[config.mk]
export PLATFORM = sky130hd
export DESIGN_NAME = channel_carrier_ctrl
export DESIGN_NICKNAME = d
export VERILOG_FILES = /design/src/rtl/channel_carrier_ctrl.sv
export SDC_FILE = /design/constraint.sdc
export NUM_CORES = 1
export LEC_CHECK = 0
export CAP_MARGIN = 5
export CORE_UTILIZATION = 45
export CTS_CLUSTER_SIZE = 40
export DETAILED_ROUTE_END_ITERATION = 8
export PLACE_DENSITY = 0.68
export SYNTH_ARGS = -nofsm -noshare
export SYNTH_HDL_FRONTEND = slang
export SYNTH_SLANG_ARGS = --single-unit
[constraint.sdc]
create_clock -name clk -period 7 [get_ports clk]
set_clock_uncertainty 0.1 [all_clocks]
set_input_delay 2.1 -clock clk [delete_from_list [all_inputs] [get_ports clk]]
set_output_delay 2.1 -clock clk [all_outputs]
set_load 0.05 [all_outputs]
[src/rtl/channel_carrier_ctrl.sv]
// rtl/channel_carrier_ctrl.sv - carrier NCO with sin/cos table addressing and I/Q epoch integrate-and-dump
module channel_carrier_ctrl #(
    parameter int NCO_W   = 32,
    parameter int ACC_W   = 24,
    parameter int EPOCH_W = 16
) (
    input  logic               clk,
    input  logic               reset,
    input  logic               enable,
    input  logic [1:0]         adc,
    input  logic               adc_valid,
    input  logic [NCO_W-1:0]   freq_word,
    input  logic [NCO_W-1:0]   phase_init,
    input  logic               phase_load,
    input  logic [EPOCH_W-1:0] epoch_len,
    output logic [4:0]         sin_phase_addr,
    output logic [4:0]         cos_phase_addr,
    input  logic [4:0]         sin_product,
    input  logic [4:0]         cos_product,
    output logic [ACC_W-1:0]   dump_i,
    output logic [ACC_W-1:0]   dump_q,
    output logic               dump_valid,
    input  logic               dump_ready,
    output logic               overrun,
    output logic               busy
);

    typedef enum logic {IDLE, RUN} state_t;

    state_t             r_state, w_state_nxt;
    logic [NCO_W-1:0]   r_phase;
    logic [ACC_W-1:0]   r_acc_i, r_acc_q, r_dump_i, r_dump_q;
    logic [EPOCH_W-1:0] r_count, r_len;
    logic               r_dump_valid, r_overrun;

    logic               w_accept, w_last, w_dump, w_busy;
    logic [EPOCH_W-1:0] w_len_eff, w_len_cur;
    logic [ACC_W-1:0]   w_sum_i, w_sum_q;
    logic               w_unused;

    // The ADC code goes straight to the external tables; it is not used here.
    assign w_unused = &{1'b0, adc};

    assign sin_phase_addr = r_phase[NCO_W-1 -: 5];
    assign cos_phase_addr = sin_phase_addr + 5'd8;

    assign w_accept  = (r_state == RUN) && adc_valid;
    assign w_len_eff = (epoch_len == '0) ? EPOCH_W'(1) : epoch_len;
    // Epoch length is only taken from the port at the start of an epoch.
    assign w_len_cur = (r_count == '0) ? w_len_eff : r_len;
    assign w_last    = (r_count == (w_len_cur - EPOCH_W'(1)));
    assign w_dump    = w_accept && w_last;

    assign w_sum_i = r_acc_i + {{(ACC_W-5){cos_product[4]}}, cos_product};
    assign w_sum_q = r_acc_q + {{(ACC_W-5){sin_product[4]}}, sin_product};

    always_ff @(posedge clk) begin
        if (reset) r_state <= IDLE;
        else       r_state <= w_state_nxt;
    end

    always_comb begin
        w_state_nxt = r_state;
        w_busy      = 1'b0;
        case (r_state)
            IDLE: if (enable) w_state_nxt = RUN;
            RUN: begin
                w_busy = 1'b1;
                if (!enable) w_state_nxt = IDLE;
            end
            default: w_state_nxt = IDLE;
        endcase
    end

    always_ff @(posedge clk) begin
        if (reset) begin
            r_phase      <= '0;
            r_acc_i      <= '0;
            r_acc_q      <= '0;
            r_count      <= '0;
            r_len        <= '0;
            r_dump_i     <= '0;
            r_dump_q     <= '0;
            r_dump_valid <= 1'b0;
            r_overrun    <= 1'b0;
        end else begin
            // A load wins over the increment; the sample that cycle still uses the old phase.
            if (phase_load)    r_phase <= phase_init;
            else if (w_accept) r_phase <= r_phase + freq_word;

            if (r_count == '0) r_len <= w_len_eff;

            if (r_state != RUN) begin
                r_acc_i <= '0;
                r_acc_q <= '0;
                r_count <= '0;
            end else if (w_accept) begin
                if (w_last) begin
                    r_dump_i <= w_sum_i;
                    r_dump_q <= w_sum_q;
                    r_acc_i  <= '0;
                    r_acc_q  <= '0;
                    r_count  <= '0;
                end else begin
                    r_acc_i <= w_sum_i;
                    r_acc_q <= w_sum_q;
                    r_count <= r_count + EPOCH_W'(1);
                end
            end

            if (w_dump)          r_dump_valid <= 1'b1;
            else if (dump_ready) r_dump_valid <= 1'b0;

            if (w_dump && r_dump_valid && !dump_ready) r_overrun <= 1'b1;
        end
    end

    assign dump_i     = r_dump_i;
    assign dump_q     = r_dump_q;
    assign dump_valid = r_dump_valid;
    assign overrun    = r_overrun;
    assign busy       = w_busy;

endmodule

==> summary.md <==
| Metric | Value |
|---|---|
| Hold Crit Start | r_acc_q[4] |
| YS warnings | 0 |
| Root buf cell | clkbuf_16 |
| Post-synth top area cell | dfxtp_1 |
| Min-delay worst type | reg2reg |
| Die footprint | 24500 µm² |
| Worst slew pin tran | 0.849 ns |
| Most common cell after layout, fill and taps aside | dfxtp_1 |
| Final Hold Vio Count | 0 |
| Worst r2r path cells | 18 |
| Status | finished, final reports clean |
| Num rows | 56 |
| Register bit total from synthesis | 163 |
| Routed Antenna Nets | 0 |
| Number of max-cap violations | 0 |
| Number of flops mapped to enable cells by yosys | 0 |
| Grt ovf | 0 |
| Synth top area share | between 30% and 40% |
| IO Pins | 159 |
| Clk buf depth | 2 |
| Layout area overhead | 23.2% |
| Worst r2r dst | dump_i[20] |
| DR vias/cell | 5.50 |
| Initial Utilization | 45.8% |
| Post-layout min period | between 6 and 7 ns |
| Max Fclk | 158 MHz |
| Core ar. | 23400 µm² |
| Max Fanout on Critical Path | 11 |
| Syn_nets | roughly 1500 |
| Vias in the first global route | 9114 |
| Reg clk slew, reported paths | 0.07 ns |
| Worst Hold Depth | 1 |
| Tot GR Track Use | 22.0% |
| Hold EP | r_acc_q[4] |
| Setup TNS | 0 ns |
| Overall Power | 2.37 mW |
| Post-Syn Instances | 1278 |
| Crit Path Class | in2reg |
| Main synth FF type | dfxtp_1 |
| Worst-skew pair later-pin latency | 0.44 ns |
| Die Wd | 156 µm |
| Global-route wire length before repair | approximately 44 mm |
| CTS tree | yes |
| Post-CTS Setup Bufs | 0 |
| Crit Reg-Reg Startpoint | r_count[0] |
| WL/cell | 15.1 µm |
| Drt pass-1 iters | 4 |
| Final core utilization | 56.5% |
| Slew margin rel. | approximately 43% |
| R2r setup slk | 1.78 ns |
| # diodes | 0 |
| Synthesized area per cell | between 8 and 9 µm² |
| CP arrival | around 6.5 ns |
| Ys async rst share | 0% |
| Number of library cell types mapped by synthesis | 69 |
| Initial antenna violation count | 0 |
| CP required | 7.18 ns |
| DR iter-0 viols | about 480 |
| DIE HEIGHT | 156 µm |
| Largest net degree at the start of global routing | 75 |
| Mapped cell area | 10700 µm² |
| H-tree level count | 4 |
| Fill cells | 2182 |
| Routability cong. | 0.854 |
| Total number of vias | 9629 |
| Period utilization | between 90% and 100% |
| DP Area | roughly 13000 µm² |
| RSZ-0062 raised after global routing | no |
| DPL Wire Length | about 19 mm |
| Peak VDD IR | 0.000106 V |
| Pleak | 5.33 nW |
| Hold_buf cts | 0 |
| Routed WL | 26.5 mm |
| Port bufs | 156 |
| Fin nets | 1600 |
| Layout cells sized above 1 | 6.35% |
| Max Slew Vio Count | 0 |
| Post-synthesis sequential area ratio | between 30% and 40% |
| Crit path launch type | primary input |
| # DRC | 0 |
| # setup viols final | 0 |
| Most frequent cells in the layout | 163 x dfxtp_1, 154 x clkdlybuf4s50_1, 153 x nor2_1 |
| Area contributors post-synth | dfxtp_1 30%, ha_1 9.3%, nor2_1 5.4%, mux2i_1 5.3%, a21oi_1 4.4% |
| Clock sinks | roughly 160 |
| Post-CTS sizing | 0 |
| Final instance area | 13200 µm² |
| Total CTS buffers | 17 |
| Setup crit end kind | flop |
| PwrDens | 179 nW/µm² |
per-layer routing:
| metal | global-route usage (%) | share of wire, % | up-vias |
|---|---|---|---|
| met3 | 5.01 | 4.9 | 24 |
| met5 | 0 | 0 | - |
| met4 | 5.32 | 1.3 | 0 |
| met2 | 36.7 | 45 | 167 |
| met1 | 28.6 | 48 | 4515 |
| li1 | - | - | 4923 |
final cells by class:
type	count	area [µm²]	area share [%]
multi-input combinational	1013	7010	53.0
sequential	163	3260	24.7
timing repair buffer	184	1800	13.6
clock buffer	18	439	3.32
tap	319	399	3.02
clock inverter	14	153	1.15
inverter	40	150	1.14
critical path, stage by stage:
cell and delay (ns):
clkdlybuf4s50_1 0.49, or4_1 0.61, or3_1 0.42, o211ai_1 0.18, o21ai_1 0.11, ha_1 0.30, nand2b_1 0.20, nor2_1 0.09
nor3_1 0.19, o31ai_1 0.10, nor4_1 0.26, nand4_1 0.19, nor4_4 0.42, and2_2 0.31, buf_4 0.25, mux2i_1 0.22
nor2_1 0.06
synthesized netlist by cell type (33+ instances only):
master	n
ha_1	80
a22o_1	50
inv_1	40
a21o_1	33
nor3_1	41
nand2_1	97
xnor2_1	53
a21oi_1	94
xor2_1	37
mux2i_1	57
o21ai_0	37
clkbuf_1	38
nor2_1	154
dfxtp_1	163
registers in the layout, summed over array words and instances (netlist names), 16 cells and up:
| name | count |
|---|---|
| r_phase | 32 |
| r_acc_i | 24 |
| r_len | 16 |
| r_count | 16 |
| dump_q | 24 |
| r_acc_q | 24 |
| dump_i | 24 |
worst max-delay path by stage:
stage                      end  cells past startpoint          from
floorplan            dump_i[0]                     18  epoch_len[7]
global placement    dump_i[15]                     17  epoch_len[7]
detailed placement  dump_i[18]                     17  epoch_len[7]
CTS                 dump_i[20]                     17  epoch_len[7]
global route        dump_i[20]                     18  epoch_len[5]
finish              dump_i[20]                     17  epoch_len[7]
kinds of logic after synthesis:
group | Yosys count | synth area share, %
AND/OR/NAND/NOR | 433 | 19.8
AO/OA/AOI/OAI | 344 | 22.2
flip-flops | 163 | 30.4
buffers and inverters | 102 | 4.36
XOR/XNOR | 90 | 7.35
adder cells (fa/ha/maj) | 83 | 9.89
multiplexers | 63 | 5.97
report_power, final:
group | leakage, nW | switching (mW) | internal [mW]
registers | 1.33 | 0.0194 | 0.952
clock network | 0.293 | 0.460 | 0.490
logic | 3.71 | 0.242 | 0.207
stage by stage:
stage          hold slack [ns]  std cells  setup slack (ns)
6_report                 0.383       1751             0.676
5_1_grt                  0.401       1751             0.394
4_1_cts                  0.379       1751             0.662
3_5_place_dp             0.369       1719             0.221
3_3_place_gp             0.352       1719             0.277
2_1_floorplan            0.344       1278              1.13
(Power assumes the default switching activity.)
